**config.mk**
```make
export PLATFORM = sky130hd
export DESIGN_NAME = ram_seq
export DESIGN_NICKNAME = d
export VERILOG_FILES = /design/src/rtl/ram_seq.sv
export SDC_FILE = /design/constraint.sdc
export NUM_CORES = 1
export LEC_CHECK = 0
export ABC_AREA = 1
export BUFFER_PORTS_ARGS = -buffer_cell sky130_fd_sc_hd__buf_2
export CORE_MARGIN = 4
export CORE_UTILIZATION = 60
export CTS_BUF_LIST = sky130_fd_sc_hd__clkbuf_2
export CTS_CLUSTER_DIAMETER = 80
export DETAILED_ROUTE_END_ITERATION = 16
export HOLD_SLACK_MARGIN = 0.06
export PLACE_DENSITY = 0.89
export SLEW_MARGIN = 20
export SYNTH_ARGS = -nofsm -noshare
export SYNTH_HDL_FRONTEND = slang
export SYNTH_SLANG_ARGS = --single-unit
```
**constraint.sdc**
```tcl
create_clock -name CLK -period 3.1 [get_ports CLK]
set_input_delay 0.62 -clock CLK [delete_from_list [all_inputs] [get_ports CLK]]
set_output_delay 0.62 -clock CLK [all_outputs]
set_load 0.02 [all_outputs]
```
**src/rtl/ram_seq.sv**
```systemverilog
// ---------------------------------------------------------------------------
// ram_seq -- single-port word memory with a small command sequencer.
//
// Commands (CMD_OP): 00 read, 01 write, 10 fill, 11 clear. A command is
// accepted on a rising CLK edge where CMD_VALID and CMD_READY are both high.
// Read and write complete in IDLE, so one can be accepted every cycle.
// Fill and clear write one word per cycle. The first word is written at the
// accept edge. The remaining words are written from latched state.
//
// Optional feature macro: RAM_SEQ_PARITY_EN. When it is defined, each word
// stores an even-parity bit, and a mismatch on a read raises RD_PERR
// together with RD_VALID. When it is undefined, RD_PERR is always 0.
//
// Parameters
//   DATA_W     data word width (default 4)
//   ADDR_W     address width; DEPTH = 2**ADDR_W words (default 5)
// Ports
//   CLK        clock, rising edge
//   RST        synchronous active-high reset (memory contents untouched)
//   CMD_VALID  command request
//   CMD_READY  command accepted this cycle (IDLE and not in reset)
//   CMD_OP     operation code
//   CMD_ADDR   start address
//   CMD_DATA   write / fill data
//   CMD_LEN    fill word count minus one
//   RD_VALID   one-cycle strobe, RD_DATA valid
//   RD_DATA    read data, holds its value between reads
//   BUSY       fill or clear in progress
//   DONE       one-cycle pulse after the last word of a fill or clear
//   RD_PERR    parity error on the current read
// ---------------------------------------------------------------------------
module ram_seq #(
    parameter int DATA_W = 4,
    parameter int ADDR_W = 5
) (
    input  logic              CLK,
    input  logic              RST,
    input  logic              CMD_VALID,
    output logic              CMD_READY,
    input  logic [1:0]        CMD_OP,
    input  logic [ADDR_W-1:0] CMD_ADDR,
    input  logic [DATA_W-1:0] CMD_DATA,
    input  logic [ADDR_W-1:0] CMD_LEN,
    output logic              RD_VALID,
    output logic [DATA_W-1:0] RD_DATA,
    output logic              BUSY,
    output logic              DONE,
    output logic              RD_PERR
);

    localparam int DEPTH = 2 ** ADDR_W;
`ifdef RAM_SEQ_PARITY_EN
    localparam int WORD_W = DATA_W + 1;
`else
    localparam int WORD_W = DATA_W;
`endif

    localparam logic [1:0]        OP_READ  = 2'b00;
    localparam logic [1:0]        OP_WRITE = 2'b01;
    localparam logic [1:0]        OP_FILL  = 2'b10;
    localparam logic [1:0]        OP_CLEAR = 2'b11;
    localparam logic [ADDR_W-1:0] ADDR_ONE = ADDR_W'(1);

    typedef enum logic [1:0] {
        ST_IDLE  = 2'd0,
        ST_FILL  = 2'd1,
        ST_CLEAR = 2'd2
    } state_t;

    // Even parity: the parity bit makes the total count of ones even.
    function automatic logic even_parity(input logic [DATA_W-1:0] d);
        return ^d;
    endfunction

    // Build the stored word: data, plus the parity bit when that is enabled.
    function automatic logic [WORD_W-1:0] encode_word(input logic [DATA_W-1:0] d);
`ifdef RAM_SEQ_PARITY_EN
        return {even_parity(d), d};
`else
        return d;
`endif
    endfunction

    logic [WORD_W-1:0] mem [DEPTH];

    state_t              state_q, state_d;
    logic [ADDR_W-1:0]   addr_q, addr_d;      // next address of a fill or clear
    logic [ADDR_W-1:0]   cnt_q, cnt_d;        // words still to write after this one
    logic [DATA_W-1:0]   data_q, data_d;      // latched fill data (zero for clear)
    logic                rd_valid_q, rd_valid_d;
    logic [DATA_W-1:0]   rd_data_q, rd_data_d;
    logic                rd_perr_q, rd_perr_d;
    logic                busy_q, busy_d;
    logic                done_q, done_d;

    logic                accept;
    logic                wr_en;
    logic [ADDR_W-1:0]   wr_addr;
    logic [DATA_W-1:0]   wr_data;
    logic [WORD_W-1:0]   rd_word;

    assign CMD_READY = (state_q == ST_IDLE) && !RST;
    assign accept    = CMD_VALID && CMD_READY;
    assign rd_word   = mem[CMD_ADDR];

    assign RD_VALID  = rd_valid_q;
    assign RD_DATA   = rd_data_q;
    assign RD_PERR   = rd_perr_q;
    assign BUSY      = busy_q;
    assign DONE      = done_q;

    // Next-state, memory write port and read-output computation.
    always_comb begin
        state_d    = state_q;
        addr_d     = addr_q;
        cnt_d      = cnt_q;
        data_d     = data_q;
        rd_valid_d = 1'b0;
        rd_data_d  = rd_data_q;
        rd_perr_d  = 1'b0;
        done_d     = 1'b0;
        wr_en      = 1'b0;
        wr_addr    = CMD_ADDR;
        wr_data    = CMD_DATA;

        case (state_q)
            ST_IDLE: begin
                if (accept) begin
                    case (CMD_OP)
                        OP_READ: begin
                            rd_valid_d = 1'b1;
                            rd_data_d  = rd_word[DATA_W-1:0];
`ifdef RAM_SEQ_PARITY_EN
                            rd_perr_d  = ^rd_word;
`else
                            rd_perr_d  = 1'b0;
`endif
                        end
                        OP_WRITE: begin
                            wr_en = 1'b1;
                        end
                        OP_FILL: begin
                            // The first word is written now. The rest come
                            // from the latched copy, so the inputs may change.
                            wr_en  = 1'b1;
                            addr_d = CMD_ADDR + ADDR_ONE;
                            data_d = CMD_DATA;
                            cnt_d  = CMD_LEN;
                            if (CMD_LEN == '0) begin
                                done_d = 1'b1;
                            end else begin
                                state_d = ST_FILL;
                            end
                        end
                        OP_CLEAR: begin
                            wr_en   = 1'b1;
                            wr_addr = '0;
                            wr_data = '0;
                            addr_d  = ADDR_ONE;
                            data_d  = '0;
                            cnt_d   = '1;
                            state_d = ST_CLEAR;
                        end
                        default: begin
                            wr_en = 1'b0;
                        end
                    endcase
                end else begin
                    wr_en = 1'b0;
                end
            end
            ST_FILL, ST_CLEAR: begin
                // A reset edge aborts the sequence without writing.
                wr_en   = !RST;
                wr_addr = addr_q;
                wr_data = data_q;
                addr_d  = addr_q + ADDR_ONE;   // wraps modulo DEPTH
                cnt_d   = cnt_q - ADDR_ONE;
                if (cnt_q == ADDR_ONE) begin
                    state_d = ST_IDLE;
                    done_d  = 1'b1;
                end else begin
                    state_d = state_q;
                end
            end
            default: begin
                state_d = ST_IDLE;
            end
        endcase

        busy_d = (state_d != ST_IDLE);
    end

    // Sequencer state and registered outputs, with synchronous reset.
    always_ff @(posedge CLK) begin
        if (RST) begin
            state_q    <= ST_IDLE;
            addr_q     <= '0;
            cnt_q      <= '0;
            data_q     <= '0;
            rd_valid_q <= 1'b0;
            rd_data_q  <= '0;
            rd_perr_q  <= 1'b0;
            busy_q     <= 1'b0;
            done_q     <= 1'b0;
        end else begin
            state_q    <= state_d;
            addr_q     <= addr_d;
            cnt_q      <= cnt_d;
            data_q     <= data_d;
            rd_valid_q <= rd_valid_d;
            rd_data_q  <= rd_data_d;
            rd_perr_q  <= rd_perr_d;
            busy_q     <= busy_d;
            done_q     <= done_d;
        end
    end

    // Memory array write port. It has no reset, so contents survive RST.
    always_ff @(posedge CLK) begin
        if (wr_en) begin
            mem[wr_addr] <= encode_word(wr_data);
        end
    end

endmodule

```
==> results by group <==
Outcome
  • Outcome: completed

Placed design
  • Routability-driven placement congestion ratio: approximately 0.9
  • Setup WS pre-CTS: ~0.39 ns
  • Placed insts: 824
  • Area post-placement: between 7000 and 8000 µm²
  • I/O Buffers: 26
  • Dpl hpwl: about 10000 µm

Global routing
  • Largest net degree at the start of global routing: between 50 and 60
  • First-pass GRT wire length: 24800 µm
  • Global router's overall resource usage: 0.251
  • Grt ovf: 0
  • Vias in the first global route: 4816
  • Initial antenna violation count: 0

Cells and area
  • Finished Layout Cells: around 860
  • # diodes: 0
  • Final Net Count: between 700 and 800
  • Area grow syn2layout: 6.61%
  • Fin area: roughly 7200 µm²
  • Layout cell share with drive strength beyond 1: 0.147
  • Utilization after layout: 0.660
  • Filler Cell Count: about 790

Power
  • Internal power: 2.77 mW
  • Power Density: roughly 530 nW/µm²
  • Clock power frac: 0.277
  • Tot Pwr: ~3.8 mW
  • Gate power share: 0.123
  • Worst vdd ir: 0.000302 V
  • Register share of total power: 0.600
  • Net Switching: between 1 and 1.5 mW
  • Net Sw Frac: 0.272
  • Pleak: around 2.8 nW

Logic synthesis
  • Synth Net Count: approximately 700
  • FF+latch count, synth: 151
  • Syn Std Cell Area: ~7000 µm²
  • Synth warn: 0
  • Mapped Avg Cell Area: ~10 µm²
  • Xor and xnor area share after synthesis: 0.00515
  • Largest family of logic cells by synthesized area: simple AND/OR/NAND/NOR gates
  • Post-synthesis simple-gate area fraction: 0.244
  • Post-synthesis mux area share: 0
  • Synth Area in Adders: 0.0110
  • Synth Area in Compound Gates: 0.0596
  • Cells after synthesis: approximately 680
  • Seq/Total Area, Yosys: 0.633
  • Unique masters post-synth: 39

Worst hold path
  • WHS Endpoint: data_q[1]
  • Worst Hold Path Cells: 3
  • Worst Hold Class: input pin to flop
  • Hold_sp: CMD_DATA[1]

Route
  • Vias: between 5000 and 6000
  • DRT Wirelength: approximately 15000 µm
  • Drt pass-1 iters: 8
  • Detail-routed via count per cell: around 5.9
  • Routed len/inst: between 15 and 20 µm
  • Post-DRT Antenna Nets: 0
  • Number of DRC markers in iteration 0: roughly 490
  • DRC: 0

Setup path
  • Worst setup EP type: flop
  • Worst path arrival time: ~2.9 ns
  • Reg2Reg Capture Point: mem[3][1]
  • Required time worst endpoint: roughly 3.5 ns
  • Crit Reg-Reg Startpoint: state_q[1]
  • WS Path Type: flop to flop
  • Reg2Reg Setup Slack: approximately 0.58 ns
  • Worst-case reg-to-reg path depth: 8
  • Critical Path Fanout Max: 8
  • Critical Path Start Type: flop

STA
  • Final setup fails: 0
  • Worst Hold Margin: between 0.15 and 0.2 ns
  • Setup tns final: 0 ns
  • Post-layout worst setup margin: just under 0.6 ns
  • Fmax: 0.397 GHz
  • Worst Tran Pin Value: slightly below 0.7 ns
  • Unrepaired setup endpoints after global routing: false
  • Final worst path period need: ~2.5 ns
  • Tcrit/Tclk final: 0.812
  • Final max-slew violation count: 0
  • Skew final: roughly 0.024 ns
  • Max-slew headroom: 0.540
  • Final hold viol count: 0

Die
  • Rows: 38
  • Num ports: 28
  • Die Ht: between 100 and 150 µm
  • Die area: between 10000 and 15000 µm²
  • Core box area: 11000 µm²
  • DIE WIDTH: about 110 µm
  • Starting Density: 0.619

Clocking
  • # resized after CTS: 0
  • CTS Buf Count: 17
  • Hold_buf cts: 0
  • Clk sinks: approximately 150
  • Worst skew pair latency: 0.74 ns
  • Clock buffer depth: 2
  • TritonCTS clock tree: yes
  • Postcts setup bufs: 0
  • Clk slew on worst S/H paths: around 0.21 ns
  • Clock Tree Root: clkbuf_2
  • Htree depth: 4

Flow run
  • Maxcap violations: 0
==> layer usage <==
layer | vias to the layer above | track usage | share of wire
met4 | 0 | 0.116 | 0.034
li1 | 2352 | - | -
met2 | 269 | 0.404 | 0.49
met5 | - | 0 | 0
met1 | 2381 | 0.323 | 0.38
met3 | 49 | 0.0587 | 0.098
==> cell type report <==
class	instances	area, µm²	share of cell area
well taps	140	175	0.0242
clock buffers	21	105	0.0145
inverters	40	154	0.0212
flip-flops and latches	151	4300	0.594
multi-input cells	458	2190	0.302
clock inverters	11	125	0.0173
repair buffers	35	198	0.0273
==> placed cells by master, fill, tap and decap left out, types with 3 or more instances in the layout <==
cell        netlist  layout
xor2_1            3       3
o21ai_0          17      15
inv_2             6       6
nor2_1           60      60
buf_4             6       9
clkinvlp_4        0       5
nor2_4            3       3
clkbuf_2          0      21
nand3_1          86      86
ha_1              6       6
nand2_1         210     210
clkinv_2          1       3
o21ai_4           3       3
inv_1            32      32
dfxtp_1          23      23
o21ai_2           2       4
buf_2            15      26
nand2_2           9       9
nand3_2           7       7
edfxtp_1        128     128
a21oi_1          31      31
==> flip-flops by register name (all words and copies together), names as in the netlist, 2 cells and up <==
signal	cells
RD_DATA	4
cnt_q	5
addr_q	5
state_q	2
mem	128
data_q	4
==> critical path: stages (launching register included) <==
cell and delay, ns:
dfxtp_1 0.42, inv_1 0.06, ha_1 0.30, inv_1 0.12, nor3_1 0.17, inv_1 0.09
o21ai_1 0.18, nand3_1 0.43, nor2_1 0.44
==> worst max-delay path by stage <==
stage,start,cells after the start,slack (ns),to
2_1_floorplan,RST,7,0.25,mem[0][2]
3_5_place_dp,RST,9,0.39,mem[3][1]
6_report,state_q[1],8,0.58,mem[3][1]
3_3_place_gp,RST,9,0.54,mem[11][0]
4_1_cts,state_q[1],8,0.58,mem[3][1]
5_1_grt,state_q[0],8,0.37,mem[15][2]
==> logic make-up (layout without fill, tap and decap cells) <==
kind of cell               Yosys count  after routing
AOI/OAI and AO/OA                   66             66
buffers and inverters               70            107
other                                1              1
DFF                                151            151
xor gates and xnor gates             4              4
and+or+nand+nor                    381            381
adders and majority gates            6              6
==> synthesized netlist by cell type (all sizes together) <==
master	instances	area, µm²
o21ai	23	156
o32ai	1	8.76
xnor2	1	8.76
edfxtp	128	3840
a32oi	1	8.76
o22ai	2	12.5
a211oi	2	15.0
a31oi	2	12.5
a22oi	1	7.51
nand2	221	867
buf	23	135
xor2	3	26.3
nand3	94	518
dfxtp	23	460
nand4	1	6.26
inv	39	149
clkinv	1	5.00
ha	6	75.1
clkbuf	7	26.3
conb	1	3.75
nor3	1	5.00
a32o	2	20.0
nor2	63	259
a21oi	31	155
or2	1	6.26
o221ai	1	8.76
==> power groups by stage <==
stage          Sequential, mW  Clock [mW]  Combinational, mW
2_1_floorplan            2.33           0              0.314
3_3_place_gp             2.33           0              0.444
3_5_place_dp             2.33           0              0.459
4_1_cts                  2.28        1.06              0.461
5_1_grt                  2.29        1.16              0.514
6_report                 2.28        1.05              0.469
No activity file was read; power rests on OpenSTA's default activity.
